## src/rtl/roi_io_harness.sv

```systemverilog
// rtl/roi_io_harness.sv - serial-to-parallel I/O harness between package pins and an ROI

module roi_io_harness #(
    parameter int DIN_N         = 8,
    parameter int DOUT_N        = 8,
    parameter int LANES         = 1,
    parameter int SETTLE_CYCLES = 2
) (
    input  logic              clk,
    input  logic              rst,
    input  logic              start,
    input  logic [LANES-1:0]  sin,
    input  logic              sin_valid,
    output logic [LANES-1:0]  sout,
    output logic              sout_valid,
    output logic              busy,
    output logic              done,
    output logic [DIN_N-1:0]  roi_din,
    input  logic [DOUT_N-1:0] roi_dout
);

    localparam int IN_BEATS  = (DIN_N + LANES - 1) / LANES;
    localparam int OUT_BEATS = (DOUT_N + LANES - 1) / LANES;
    localparam int W         = IN_BEATS * LANES;
    localparam int OW        = OUT_BEATS * LANES;
    localparam int MAX_IO    = (IN_BEATS > OUT_BEATS) ? IN_BEATS : OUT_BEATS;
    localparam int MAX_ALL   = (MAX_IO > SETTLE_CYCLES) ? MAX_IO : SETTLE_CYCLES;
    localparam int CW        = $clog2(MAX_ALL + 1);

    localparam logic [CW-1:0] IN_LAST     = CW'(IN_BEATS - 1);
    localparam logic [CW-1:0] OUT_LAST    = CW'(OUT_BEATS - 1);
    localparam logic [CW-1:0] SETTLE_INIT = CW'(SETTLE_CYCLES);
    localparam logic [CW-1:0] CNT_ONE     = CW'(1);

    typedef enum logic [2:0] {
        S_IDLE,
        S_LOAD,
        S_APPLY,
        S_SETTLE,
        S_UNLOAD
    } state_t;

    state_t          state;
    state_t          state_nx;
    logic [CW-1:0]   beat_cnt;
    logic [CW-1:0]   settle_cnt;
    logic [W-1:0]    shadow;
    logic [W-1:0]    shadow_shift;
    logic [OW-1:0]   outreg;
    logic [OW-1:0]   dout_pad;

    // New beats enter at the top so the first beat ends up in the LSBs
    generate
        if (IN_BEATS == 1) begin : g_shift_single
            assign shadow_shift = sin;
        end else begin : g_shift_multi
            assign shadow_shift = {sin, shadow[W-1:LANES]};
        end
    endgenerate

    // Zero-extend the ROI output to a whole number of lanes
    always_comb begin
        dout_pad                = '0;
        dout_pad[DOUT_N-1:0]    = roi_dout;
    end

    // State register
    always_ff @(posedge clk) begin
        if (rst) begin
            state <= S_IDLE;
        end else begin
            state <= state_nx;
        end
    end

    // Next-state decode
    always_comb begin
        state_nx = state;
        case (state)
            S_IDLE:   if (start) state_nx = S_LOAD;
            S_LOAD:   if (sin_valid && (beat_cnt == IN_LAST)) state_nx = S_APPLY;
            S_APPLY:  state_nx = S_SETTLE;
            S_SETTLE: if (settle_cnt == CNT_ONE) state_nx = S_UNLOAD;
            S_UNLOAD: if (beat_cnt == OUT_LAST) state_nx = S_IDLE;
            default:  state_nx = S_IDLE;
        endcase
    end

    // Outputs depend only on registered state and outreg
    always_comb begin
        sout_valid = (state == S_UNLOAD);
        busy       = (state != S_IDLE);
        done       = (state == S_UNLOAD) && (beat_cnt == OUT_LAST);
        sout       = sout_valid ? outreg[LANES-1:0] : '0;
    end

    // Datapath: deserialise, apply, capture, serialise
    always_ff @(posedge clk) begin
        if (rst) begin
            roi_din    <= '0;
            shadow     <= '0;
            outreg     <= '0;
            beat_cnt   <= '0;
            settle_cnt <= '0;
        end else begin
            case (state)
                S_IDLE: begin
                    if (start) beat_cnt <= '0;
                end
                S_LOAD: begin
                    if (sin_valid) begin
                        shadow   <= shadow_shift;
                        beat_cnt <= beat_cnt + CNT_ONE;
                    end
                end
                S_APPLY: begin
                    roi_din    <= shadow[DIN_N-1:0];
                    settle_cnt <= SETTLE_INIT;
                end
                S_SETTLE: begin
                    settle_cnt <= settle_cnt - CNT_ONE;
                    if (settle_cnt == CNT_ONE) begin
                        outreg   <= dout_pad;
                        beat_cnt <= '0;
                    end
                end
                S_UNLOAD: begin
                    outreg   <= outreg >> LANES;
                    beat_cnt <= beat_cnt + CNT_ONE;
                end
                default: ;
            endcase
        end
    end

endmodule

```

## config.mk

```make
export PLATFORM = sky130hd
export DESIGN_NAME = roi_io_harness
export DESIGN_NICKNAME = d
export VERILOG_FILES = /design/src/rtl/roi_io_harness.sv
export SDC_FILE = /design/constraint.sdc
export NUM_CORES = 1
export LEC_CHECK = 0
export ABC_AREA = 1
export CORE_MARGIN = 4
export CORE_UTILIZATION = 48
export CTS_BUF_LIST = sky130_fd_sc_hd__clkbuf_4 sky130_fd_sc_hd__clkbuf_8
export CTS_CLUSTER_DIAMETER = 200
export CTS_CLUSTER_SIZE = 30
export DETAILED_ROUTE_END_ITERATION = 10
export HOLD_SLACK_MARGIN = 0.06
export PLACE_DENSITY = 0.73
export SLEW_MARGIN = 20
export SYNTH_ARGS = -nofsm -noshare
export SYNTH_HDL_FRONTEND = slang
export SYNTH_SLANG_ARGS = --single-unit
```

## constraint.sdc

```tcl
create_clock -name clk -period 3.9 [get_ports clk]
set_clock_uncertainty 0.1 [all_clocks]
set_input_delay 1.17 -clock clk [delete_from_list [all_inputs] [get_ports clk]]
set_output_delay 1.17 -clock clk [all_outputs]
set_load 0.01 [all_outputs]
```

==> results.py <==
metrics = {
    "outcome": {
        "status": "finished, final reports clean",
    },
    "grt": {
        "grt_pass1_vias": 1226,
        "grtUsageMet1_pct": 21.5,
        "grt_pass1_wl_mm": 5.32,
        "grt_util_met2_pct": 23.5,
        "grt_max_degree": 31,
        "busiest_layer": "met2",
        "grt.total_usage_pct": 15.8,
        "use_met3_pct": 4.27,
        "grt_overflow": 0,
        "antenna_found_initial": 0,
    },
    "synthesis": {
        "synth-xor-area-share_pct": 0.554,
        "synthCells": 222,
        "synth-seq-area-share_pct": 44.3,
        "yosys-top-cells-count": "nor2_1 (64), dfxtp_1 (35), o21ai_0 (28)",
        "synth_seq_cells": 35,
        "ys_types": 21,
        "synth_top_area_cell": "dfxtp_1",
        "synth_top_area_share_pct": 44.3,
        "ys.warnings.count": 0,
        "synth_edf_count": 0,
        "async_reset_ff_share_pct": 0,
        "synth_ff_type": "dfxtp_1",
        "synth_area_um2": 1580,
        "synth_nets": 238,
        "synth_adder_area_share_pct": 2.37,
        "synthSimpleGateAreaFrac_pct": 35.4,
        "synth_most_common_cell": "nor2_1",
        "synth_top_family_by_area": "simple AND/OR/NAND/NOR gates",
        "yosys-top-cells-area": "dfxtp_1 (44%), nor2_1 (15%), o21ai_0 (8.9%), nand2_1 (6.2%), inv_1 (4.7%)",
        "synth_compound_area_share_pct": 11.1,
        "avgSynthCellArea_um2": 7.12,
        "synth_mux_area_share_pct": 0,
    },
    "placed_design": {
        "place_congestion": 0.762,
        "dp_hpwl_mm": 2.15,
        "io_buffers": 24,
        "dp_slack_ps": 1010,
    },
    "floorplan": {
        "ios": 25,
        "die_y_um": 65.4,
        "die_w_um": 65.4,
        "die-area_um2": 4280,
        "rows": 20,
        "fp.coreArea_um2": 3100,
        "start_util_pct": 51.0,
    },
    "sta": {
        "max_freq_mhz": 326,
        "period_share_pct": 78.7,
        "finalSetupViolations": 0,
        "max_slew_margin_pct": 51.8,
        "fin_setup_tns_ps": 0,
        "fin_crit_ps": 3070,
        "rsz0062_at_grt": "false",
        "setup_slack_ps": 832,
        "worstMarginPinSlew_ps": 722,
        "slew_violations": 0,
        "hold_violations": 0,
    },
    "route": {
        "drt-initial-drc-count": 121,
        "drtPass1Iterations": 4,
        "routedWlPerCell_um": 10.5,
        "vias": 1392,
        "drt-total-wl_mm": 3.06,
        "drt_drc_violations_left": 0,
        "viasPerCell": 4.75,
        "antenna_left": 0,
    },
    "critical_path": {
        "path_depth": 3,
        "slowest_stage": "clkdlybuf4s50_1",
        "path_buf_inv": 1,
        "crit_type": "reg -> out",
        "ff2ff_path_depth": 5,
        "cp-end-kind": "primary output",
        "arrival_ps": 1800,
        "slowest_delay_ps": 550,
        "start_kind": "register",
        "critPathTopFamily": "buffers and inverters",
        "cp_cell_sequence": "nand2_2, nor2_1, clkdlybuf4s50_1",
        "worstPathRequired_ps": 2630,
        "cp_max_fo": 15,
    },
    "min_path": {
        "hold_depth": 2,
        "hold_class": "reg -> reg",
    },
    "finish": {
        "antenna_cells": 0,
        "layout-drive-gt1-share_pct": 9.24,
        "multi_input_area_um2": 781,
        "area_growth_pct": 22.8,
        "n_fill_cell": 319,
        "nets": 264,
        "ff_latch_area_um2": 701,
    },
    "cts": {
        "cts-root-buf": "clkbuf_4",
        "cts_max_path_buffers": 2,
        "ctsHoldBuffers": 0,
        "path_clk_slew_ps": 110,
        "clkSinkCount": 35,
        "ctsResizeCount": 0,
        "tritoncts": "yes",
        "cts_inserted_buffers": 5,
        "cts_setup_buffers": 0,
        "clock_latency_ps": 340,
        "htreeDepth": 2,
    },
    "pwr": {
        "peakVddDrop_mv": 0.392,
        "powerDensity_nw_per_um2": 579,
        "total_leakage_power_nw": 0.843,
    },
    "job": {
        "drv_cap": 0,
    },
}
[where the power goes]
part	switching, mW	internal [mW]	leakage (nW)
registers	0.0552	0.427	0.285
clock network	0.121	0.152	0.0482
logic	0.212	0.156	0.509
total	0.388	0.735	0.843
[cell type report]
cell class / count / area share (%)
Multi-Input combinational cell: 161 / 40.2
Sequential cell: 35 / 36.1
Timing Repair Buffer: 24 / 12.4
Inverter: 21 / 4.06
Tap cell: 44 / 2.84
Clock buffer: 6 / 2.64
Clock inverter: 2 / 1.80
[worst paths after layout]
kind | startpoint | endpoint | slack (ps)
setup / recovery | state[2]$_SDFFE_PP0P_ | done | 830
hold / removal | roi_din[5]$_SDFFE_PP0P_ | roi_din[5]$_SDFFE_PP0P_ | 400
setup reg to reg | state[2]$_SDFFE_PP0P_ | roi_din[4]$_SDFFE_PP0P_ | 2340
hold reg to reg | roi_din[5]$_SDFFE_PP0P_ | roi_din[5]$_SDFFE_PP0P_ | 400
[cell families (layout without fill, tap and decap cells)]
family / count (synthesis) / in the layout
adders and majority gates: 3 / 3
buffers and inverters: 26 / 53
AOI/OAI and AO/OA: 35 / 35
DFF: 35 / 35
and+or+nand+nor: 122 / 122
xor gates and xnor gates: 1 / 1
[worst min-delay path: stages (launching register included)]
cell and delay, ps:
dfxtp_1 320, nor2_1 90, nor2_1 50
[cell usage in the layout, fill, tap and decap left out]
cell | synthesis | routed
nand2_2 | 4 | 4
nor2_1 | 64 | 64
bufinv_16 | 0 | 1
clkdlybuf4s50_1 | 0 | 24
clkbuf_8 | 0 | 1
o21ai_0 | 28 | 28
nand3_2 | 2 | 2
inv_1 | 20 | 20
nand2_4 | 1 | 1
nand3_1 | 9 | 9
xnor2_1 | 1 | 1
nand4_1 | 2 | 2
nand3_4 | 1 | 1
a21oi_1 | 7 | 7
nor3_1 | 7 | 7
nor2_2 | 2 | 2
dfxtp_1 | 35 | 35
inv_2 | 1 | 1
clkinv_2 | 0 | 1
nor3_2 | 2 | 2
ha_1 | 3 | 3
clkbuf_4 | 0 | 5
nand2_1 | 26 | 26
nor2_4 | 2 | 2
[registers in the layout, summed over array words and instances (netlist names)]
signal / flops
outreg: 8
roi_din: 8
shadow: 8
beat_cnt: 4
settle_cnt: 4
state: 3
[metal layers]
layer | vias to the layer above | wire length [um]
li1 | 758 | -
met1 | 613 | 1600
met2 | 17 | 1320
met3 | 4 | 109
met4 | 0 | 38
met5 | - | 0
[metrics by stage]
stage / instances / total power, mW / cell area, um^2 / util, % / hold WS, ps
floorplan: 222 / 0.739 / 1580 / - / 355
global placement: 285 / 0.855 / 1860 / 59.8 / 367
detailed placement: 285 / 0.861 / 1860 / 59.8 / 376
CTS: 293 / 1.13 / 1940 / 62.6 / 398
global route: 293 / 1.21 / 1940 / 62.6 / 412
finish: 293 / 1.12 / 1940 / 62.6 / 395
Note: power is estimated with default switching activity, not from simulation.
